$ cat src/rtl/cell_test_sequencer_if.sv
// Stimulus/response and start/busy/done bundle for cell_test_sequencer.
// exhaustive_i exists only when CELL_SEQ_EXHAUSTIVE_EN is defined.
interface cell_test_sequencer_if #(
    parameter int IN_W  = 16,
    parameter int OUT_W = 2,
    parameter int SIG_W = 16,
    parameter int CNT_W = 16
);
    logic             start_i;
    logic             abort_i;
    logic [15:0]      seed_i;
    logic [CNT_W-1:0] count_i;
    logic [OUT_W-1:0] resp_i;
`ifdef CELL_SEQ_EXHAUSTIVE_EN
    logic             exhaustive_i;
`endif
    logic [IN_W-1:0]  stim_o;
    logic             busy_o;
    logic             done_o;
    logic [SIG_W-1:0] signature_o;
    logic [CNT_W-1:0] vec_idx_o;

    modport master (
`ifdef CELL_SEQ_EXHAUSTIVE_EN
        output exhaustive_i,
`endif
        output start_i, abort_i, seed_i, count_i, resp_i,
        input  stim_o, busy_o, done_o, signature_o, vec_idx_o
    );

    modport slave (
`ifdef CELL_SEQ_EXHAUSTIVE_EN
        input  exhaustive_i,
`endif
        input  start_i, abort_i, seed_i, count_i, resp_i,
        output stim_o, busy_o, done_o, signature_o, vec_idx_o
    );
endinterface

$ cat src/rtl/cell_test_sequencer.sv
// Pseudo-random cell stimulus with settle wait and MISR response compaction.
// Defining CELL_SEQ_EXHAUSTIVE_EN adds a binary-count stimulus mode.
//
// state     | meaning
// S_IDLE    | waiting for start, stim parked
// S_SETTLE  | stim applied, settle counter running down
// S_CAPTURE | resp folded into MISR, advance to next vector
// S_DONE    | signature and vec_idx valid, waiting for start
module cell_test_sequencer #(
    parameter int IN_W       = 16,
    parameter int OUT_W      = 2,
    parameter int SIG_W      = 16,
    parameter int CNT_W      = 16,
    parameter int SETTLE_CYC = 2
) (
    input  logic                 clk,
    input  logic                 rst_n,
    cell_test_sequencer_if.slave bus
);
    localparam int          SET_W    = (SETTLE_CYC < 1) ? 1 : $clog2(SETTLE_CYC + 1);
    localparam logic [15:0] SEED_SUB = 16'hACE1;

    typedef enum logic [1:0] {
        S_IDLE    = 2'd0,
        S_SETTLE  = 2'd1,
        S_CAPTURE = 2'd2,
        S_DONE    = 2'd3
    } state_e;

    state_e           state_q, state_d;
    logic [15:0]      pat_q, pat_d;
    logic [SIG_W-1:0] sig_q, sig_d;
    logic [CNT_W-1:0] vec_idx_q, vec_idx_d;
    logic [CNT_W-1:0] count_q, count_d;
    logic [SET_W-1:0] settle_q, settle_d;
    logic [CNT_W-1:0] vec_inc;
    logic [OUT_W-1:0] resp;
    logic [15:0]      first_pat, next_pat;
    logic             start_ok, last_vec, busy, done;
`ifdef CELL_SEQ_EXHAUSTIVE_EN
    logic             exh_q, exh_d;
`endif

    function automatic logic [15:0] lfsr_next(input logic [15:0] s);
        return {s[14:0], s[15] ^ s[13] ^ s[12] ^ s[10]};
    endfunction

    assign resp     = bus.resp_i;
    assign vec_inc  = vec_idx_q + CNT_W'(1);
    assign last_vec = (vec_inc == count_q);
    assign start_ok = bus.start_i && !bus.abort_i &&
                      (state_q == S_IDLE || state_q == S_DONE);

    always_comb begin
        first_pat = (bus.seed_i == 16'd0) ? SEED_SUB : bus.seed_i;
        next_pat  = lfsr_next(pat_q);
`ifdef CELL_SEQ_EXHAUSTIVE_EN
        if (bus.exhaustive_i) first_pat = 16'd0;
        if (exh_q)            next_pat  = pat_q + 16'd1;
`endif
    end

    always_ff @(posedge clk or negedge rst_n) begin
        if (!rst_n) state_q <= S_IDLE;
        else        state_q <= state_d;
    end

    always_comb begin
        state_d = state_q;
        if (bus.abort_i) begin
            state_d = S_IDLE;
        end else begin
            case (state_q)
                S_IDLE, S_DONE: if (bus.start_i)
                    state_d = (bus.count_i == '0) ? S_DONE : S_SETTLE;
                S_SETTLE:  if (settle_q == '0) state_d = S_CAPTURE;
                S_CAPTURE: state_d = last_vec ? S_DONE : S_SETTLE;
                default:   state_d = S_IDLE;
            endcase
        end
    end

    always_comb begin
        busy = (state_q == S_SETTLE) || (state_q == S_CAPTURE);
        done = (state_q == S_DONE);
    end

    always_comb begin
        pat_d     = pat_q;
        sig_d     = sig_q;
        vec_idx_d = vec_idx_q;
        count_d   = count_q;
        settle_d  = settle_q;
`ifdef CELL_SEQ_EXHAUSTIVE_EN
        exh_d     = exh_q;
`endif
        if (bus.abort_i) begin
            pat_d = 16'd0;
        end else if (start_ok) begin
            sig_d     = '0;
            vec_idx_d = '0;
            count_d   = bus.count_i;
            settle_d  = SET_W'(SETTLE_CYC);
`ifdef CELL_SEQ_EXHAUSTIVE_EN
            exh_d     = bus.exhaustive_i;
`endif
            // A zero-length run goes straight to DONE and leaves the pins alone.
            if (bus.count_i != '0) pat_d = first_pat;
        end else if (state_q == S_SETTLE) begin
            if (settle_q != '0) settle_d = settle_q - SET_W'(1);
        end else if (state_q == S_CAPTURE) begin
            sig_d     = {sig_q[14:0], sig_q[15] ^ sig_q[13] ^ sig_q[12] ^ sig_q[10]}
                        ^ SIG_W'(resp);
            vec_idx_d = vec_inc;
            if (!last_vec) begin
                pat_d    = next_pat;
                settle_d = SET_W'(SETTLE_CYC);
            end
        end
    end

    always_ff @(posedge clk or negedge rst_n) begin
        if (!rst_n) begin
            pat_q     <= 16'd0;
            sig_q     <= '0;
            vec_idx_q <= '0;
            count_q   <= '0;
            settle_q  <= '0;
`ifdef CELL_SEQ_EXHAUSTIVE_EN
            exh_q     <= 1'b0;
`endif
        end else begin
            pat_q     <= pat_d;
            sig_q     <= sig_d;
            vec_idx_q <= vec_idx_d;
            count_q   <= count_d;
            settle_q  <= settle_d;
`ifdef CELL_SEQ_EXHAUSTIVE_EN
            exh_q     <= exh_d;
`endif
        end
    end

    assign bus.stim_o      = pat_q[IN_W-1:0];
    assign bus.busy_o      = busy;
    assign bus.done_o      = done;
    assign bus.signature_o = sig_q;
    assign bus.vec_idx_o   = vec_idx_q;
endmodule

$ cat src/flat_wrapper.sv
// flat-port wrapper written by rule: the top's interface ports become plain ports
module cell_test_sequencer_flat 
#(
    parameter int IN_W       = 16,
    parameter int OUT_W      = 2,
    parameter int SIG_W      = 16,
    parameter int CNT_W      = 16,
    parameter int SETTLE_CYC = 2
)
  (clk, rst_n, bus_start_i, bus_abort_i, bus_seed_i, bus_count_i, bus_resp_i, bus_stim_o, bus_busy_o, bus_done_o, bus_signature_o, bus_vec_idx_o);
  cell_test_sequencer_if #(.IN_W(IN_W), .OUT_W(OUT_W), .SIG_W(SIG_W), .CNT_W(CNT_W)) bus_i ();
  input  logic clk;
  input  logic rst_n;
  input wire logic [$bits(bus_i.start_i)-1:0] bus_start_i;
  input wire logic [$bits(bus_i.abort_i)-1:0] bus_abort_i;
  input wire logic [$bits(bus_i.seed_i)-1:0] bus_seed_i;
  input wire logic [$bits(bus_i.count_i)-1:0] bus_count_i;
  input wire logic [$bits(bus_i.resp_i)-1:0] bus_resp_i;
  output wire logic [$bits(bus_i.stim_o)-1:0] bus_stim_o;
  output wire logic [$bits(bus_i.busy_o)-1:0] bus_busy_o;
  output wire logic [$bits(bus_i.done_o)-1:0] bus_done_o;
  output wire logic [$bits(bus_i.signature_o)-1:0] bus_signature_o;
  output wire logic [$bits(bus_i.vec_idx_o)-1:0] bus_vec_idx_o;
  assign bus_i.start_i = bus_start_i;
  assign bus_i.abort_i = bus_abort_i;
  assign bus_i.seed_i = bus_seed_i;
  assign bus_i.count_i = bus_count_i;
  assign bus_i.resp_i = bus_resp_i;
  assign bus_stim_o = bus_i.stim_o;
  assign bus_busy_o = bus_i.busy_o;
  assign bus_done_o = bus_i.done_o;
  assign bus_signature_o = bus_i.signature_o;
  assign bus_vec_idx_o = bus_i.vec_idx_o;
  cell_test_sequencer #(.IN_W(IN_W), .OUT_W(OUT_W), .SIG_W(SIG_W), .CNT_W(CNT_W), .SETTLE_CYC(SETTLE_CYC)) u_core (.clk(clk), .rst_n(rst_n), .bus(bus_i));
endmodule
$ cat config.mk
export PLATFORM = sky130hd
export DESIGN_NAME = cell_test_sequencer_flat
export DESIGN_NICKNAME = d
export VERILOG_FILES = /design/src/rtl/cell_test_sequencer_if.sv /design/src/rtl/cell_test_sequencer.sv /design/src/flat_wrapper.sv
export SDC_FILE = /design/constraint.sdc
export NUM_CORES = 1
export LEC_CHECK = 0
export CAP_MARGIN = 20
export CORE_MARGIN = 10
export CORE_UTILIZATION = 60
export DETAILED_ROUTE_END_ITERATION = 10
export DONT_BUFFER_PORTS = 1
export PLACE_DENSITY = 0.86
export SYNTH_ARGS = -nofsm -noshare
export SYNTH_HDL_FRONTEND = slang
export SYNTH_SLANG_ARGS = --single-unit
$ cat constraint.sdc
create_clock -name clk -period 5.7 [get_ports clk]
set_clock_uncertainty 0.05 [all_clocks]
set_input_delay 1.14 -clock clk [delete_from_list [all_inputs] [get_ports clk]]
set_output_delay 1.14 -clock clk [all_outputs]
set_load 0.05 [all_outputs]
==> load_flow_metrics.sql <==
INSERT INTO impl_metrics (metric_group, metric, value, unit) VALUES
('min_path', 'hp-class', 'primary input to asynchronous set/reset pin', ''),
('route', 'drt_first_iter_violations', '213', ''),
('clocking', 'cts_root_buffer_type', 'clkbuf_8', ''),
('global_route', 'gr_ovfl_total', '0', ''),
('global_route', 'number_of_antenna_violations_at_the_first_check_in_global_routing', '0', ''),
('power', 'share_seq_of_total_power', '50.6', '%'),
('route', 'postRouteAntennaNets', '0', ''),
('route', 'dr.pass1.iters', '4', ''),
('critical_path', 'worst_ep_required_time', '5870', 'ps'),
('logic_synthesis', 'synth_sequential_area_ratio', '40.6', '%'),
('cells_and_area', 'number_of_diodes', '0', ''),
('critical_path', 'crit_path_depth', '8', ''),
('clocking', 'cts_buffers', '9', ''),
('cells_and_area', 'share_of_post_route_cells_with_drive_strength_above_1', '9.75', '%'),
('place', 'place.gp.congestion', '0.862', ''),
('logic_synthesis', 'ys.warnings.count', '0', ''),
('power', 'pwr-share-clk', '15.5', '%'),
('floorplanning', 'floorplan.rows', '30', ''),
('route', 'num_vias', '3559', ''),
('logic_synthesis', 'post_synth_main_area_contributors', 'dfrtp_1, nand2_1, o21ai_0, xnor2_1, nor2_1', ''),
('floorplanning', 'chip_width', '104', 'µm'),
('floorplanning', 'die-area', '10700', 'µm²'),
('route', 'via_per_inst', '6.27', ''),
('cells_and_area', 'utilization', '64.3', '%'),
('power', 'net-switching-power', '1.19', 'mW'),
('timing', 'relSlewSlack', '40.8', '%'),
('critical_path', 'worst-endpoint-arrival', '3670', 'ps'),
('critical_path', 'cpLargestDelayFamily', 'simple AND/OR/NAND/NOR gates', ''),
('cells_and_area', 'fill_cells', '566', ''),
('logic_synthesis', 'avgSynthCellArea', '8.62', 'µm²'),
('power', 'leakage', '1.85', 'nW'),
('timing', 'finalHoldViolations', '0', ''),
('critical_path', 'worstPathMaxFanout', '20', ''),
('logic_synthesis', 'netlist.area_leader.share', '40.6', '%'),
('run_status', 'status', 'finished clean', ''),
('logic_synthesis', 'postSynth.topFlopCell', 'dfrtp_1', ''),
('critical_path', 'critPathCaptureType', 'register', ''),
('critical_path', 'crit_path_start_kind', 'register', ''),
('critical_path', 'timing.critical_path.cells', 'ha_1 -> nand3_1 -> nor4_4 -> xnor2_1 -> nor4_2 -> buf_4 -> and4_1 -> o41ai_1', ''),
('clocking', 'clk_transition_reported_paths', '80', 'ps'),
('timing', 'rsz0062_at_grt', 'false', ''),
('clocking', 'clkLatencyLatePin', '350', 'ps'),
('timing', 'fin_tns_setup', '0', 'ps'),
('floorplanning', 'die_h', '104', 'µm'),
('clocking', 'cts_hold_buffers', '0', ''),
('critical_path', 'critPathKind', 'register to register', ''),
('floorplanning', 'floorplan.initialDensity', '61.7', '%'),
('critical_path', 'cpMaxStageDelayCell', 'dfrtp_1', ''),
('logic_synthesis', 'count_of_flip_flops_with_a_built_in_enable_after_synthesis', '0', ''),
('timing', 'max_fclk', '0.285', 'GHz'),
('route', 'remaining_drc_errors', '0', ''),
('cells_and_area', 'final_net_count', '510', ''),
('clocking', 'clock_tree_from_tritoncts', 'yes', ''),
('timing', 'setup_viol', '0', ''),
('power', 'intPower', '1.11', 'mW'),
('place', 'buffer_ports.inserted', '0', ''),
('power', 'max-vdd-ir-drop', '0.369', 'mV'),
('logic_synthesis', 'synthDistinctLibCells', '56', ''),
('flow_run', 'cap_viol_max_count', '0', ''),
('timing', 'worst_slew_pin_slew', '889', 'ps'),
('global_route', 'track_usage', '19.7', '%'),
('power', 'combPwrFrac', '34.0', '%'),
('power', 'netSwitchingFraction', '51.7', '%'),
('logic_synthesis', 'post_synth_instance_area', '4190', 'µm²'),
('global_route', 'grt_pass1_wl', '17700', 'µm'),
('global_route', 'grt_start_max_net_pins', '69', ''),
('logic_synthesis', 'async_reset_ff_share', '100', '%'),
('logic_synthesis', 'synth-seq-cells', '68', ''),
('clocking', 'post_cts.resized_instances', '0', ''),
('power', 'pwr_density_cell', '526', 'nW/µm²'),
('route', 'drt-total-wl', '10800', 'µm');
## final cells by class
type / instances / area (µm²) / area share, %
clock buffers: 11 / 141 / 3.24
clock inverters: 5 / 27.5 / 0.630
inverters: 17 / 63.8 / 1.46
multi-input cells: 365 / 2260 / 51.8
flip-flops and latches: 68 / 1700 / 38.9
well taps: 96 / 120 / 2.75
repair buffers: 6 / 52.6 / 1.20
## synthesized netlist by cell type (7+ instances only)
master     n
or4_1      8
nor2b_1    7
o21ai_0   39
o21ai_2    8
xor2_1     8
a211oi_1  11
o31ai_1    8
a32oi_1   10
dfrtp_1   68
nor2_1    41
clkbuf_1  22
a21oi_1   15
xnor2_1   21
nand2_1   97
nor4_1    11
inv_1     17
## cell usage in the layout, fill, tap and decap left out, types with 6 or more instances in the layout
cell	count
nor2b_1	7
dfrtp_1	68
xnor2_1	21
o21ai_2	9
a21oi_1	15
nand4_1	6
xor2_1	8
nor2_1	40
inv_1	17
or4_1	8
clkbuf_8	10
a221oi_1	6
a211oi_1	11
nand2_1	97
o21ai_0	38
a41o_1	6
o31ai_1	8
nor4_1	10
a32oi_1	10
## logic make-up (layout without fill, tap and decap cells)
group | after synthesis | in the layout | synth area share, %
DFF | 68 | 68 | 40.6
buffers and inverters | 53 | 39 | 5.85
muxes | 3 | 3 | 0.746
adders and majority gates | 5 | 5 | 1.49
AOI/OAI and AO/OA | 127 | 127 | 21.5
and+or+nand+nor | 201 | 201 | 23.8
xor gates and xnor gates | 29 | 29 | 6.06
## worst reg2reg max path, stage by stage, from the launching register on
cell     delay [ps]
dfrtp_1         770
ha_1            360
nand3_1         300
nor4_4          430
xnor2_1         140
nor4_2          300
buf_4           310
and4_1          570
o41ai_1         130
## path summary, 6_finish.rpt
kind / startpoint / slack [ps] / to
setup / recovery: u_core.bus.vec_idx_o[0]$_DFFE_PN0P_ / 2200 / u_core.bus.stim_o[2]$_DFFE_PN0P_
min in group clk: u_core.count_q[8]$_DFFE_PN0P_ / 450 / u_core.count_q[8]$_DFFE_PN0P_
hold reg to reg: u_core.count_q[8]$_DFFE_PN0P_ / 450 / u_core.count_q[8]$_DFFE_PN0P_
setup reg to reg: u_core.bus.vec_idx_o[0]$_DFFE_PN0P_ / 2200 / u_core.bus.stim_o[2]$_DFFE_PN0P_
hold / removal: rst_n / 420 / u_core.count_q[2]$_DFFE_PN0P_
max in group asynchronous: rst_n / 5070 / u_core.bus.stim_o[11]$_DFFE_PN0P_
## layer usage
metal,GRT usage [%],vias to the layer above,share of wire [%]
met1,24.5,1671,39
met2,31.0,171,48
met4,7.96,0,1.8
met3,6.20,19,11
li1,-,1698,-
met5,0,-,0
## state kept, by name, summed over array words and instances (netlist names)
register and count:
u_core.count_q 16, u_core.bus.vec_idx_o 16, u_core.bus.signature_o 16, u_core.settle_q 2, u_core.state_q 2, u_core.bus.stim_o 16
## stage by stage
stage | std cells | total power [mW] | hold slack [ps] | instance area [µm²] | setup WS [ps]
floorplan | 486 | 1.76 | 412 | 4190 | 2980
global placement | 551 | 1.90 | 430 | 4190 | 2320
detailed placement | 551 | 1.94 | 434 | 4190 | 2230
CTS | 567 | 2.30 | 415 | 4360 | 2170
global route | 568 | 2.45 | 411 | 4370 | 1930
finish | 568 | 2.30 | 425 | 4370 | 2200
## power by group through the flow
stage | clock, mW | sequential, mW | combinational [mW]
6_report | 0.356 | 1.16 | 0.781
2_1_floorplan | 0 | 1.10 | 0.657
5_1_grt | 0.381 | 1.19 | 0.878
3_3_place_gp | 0 | 1.17 | 0.733
4_1_cts | 0.359 | 1.16 | 0.773
3_5_place_dp | 0 | 1.17 | 0.769
Note: power is estimated with default switching activity, not from simulation.
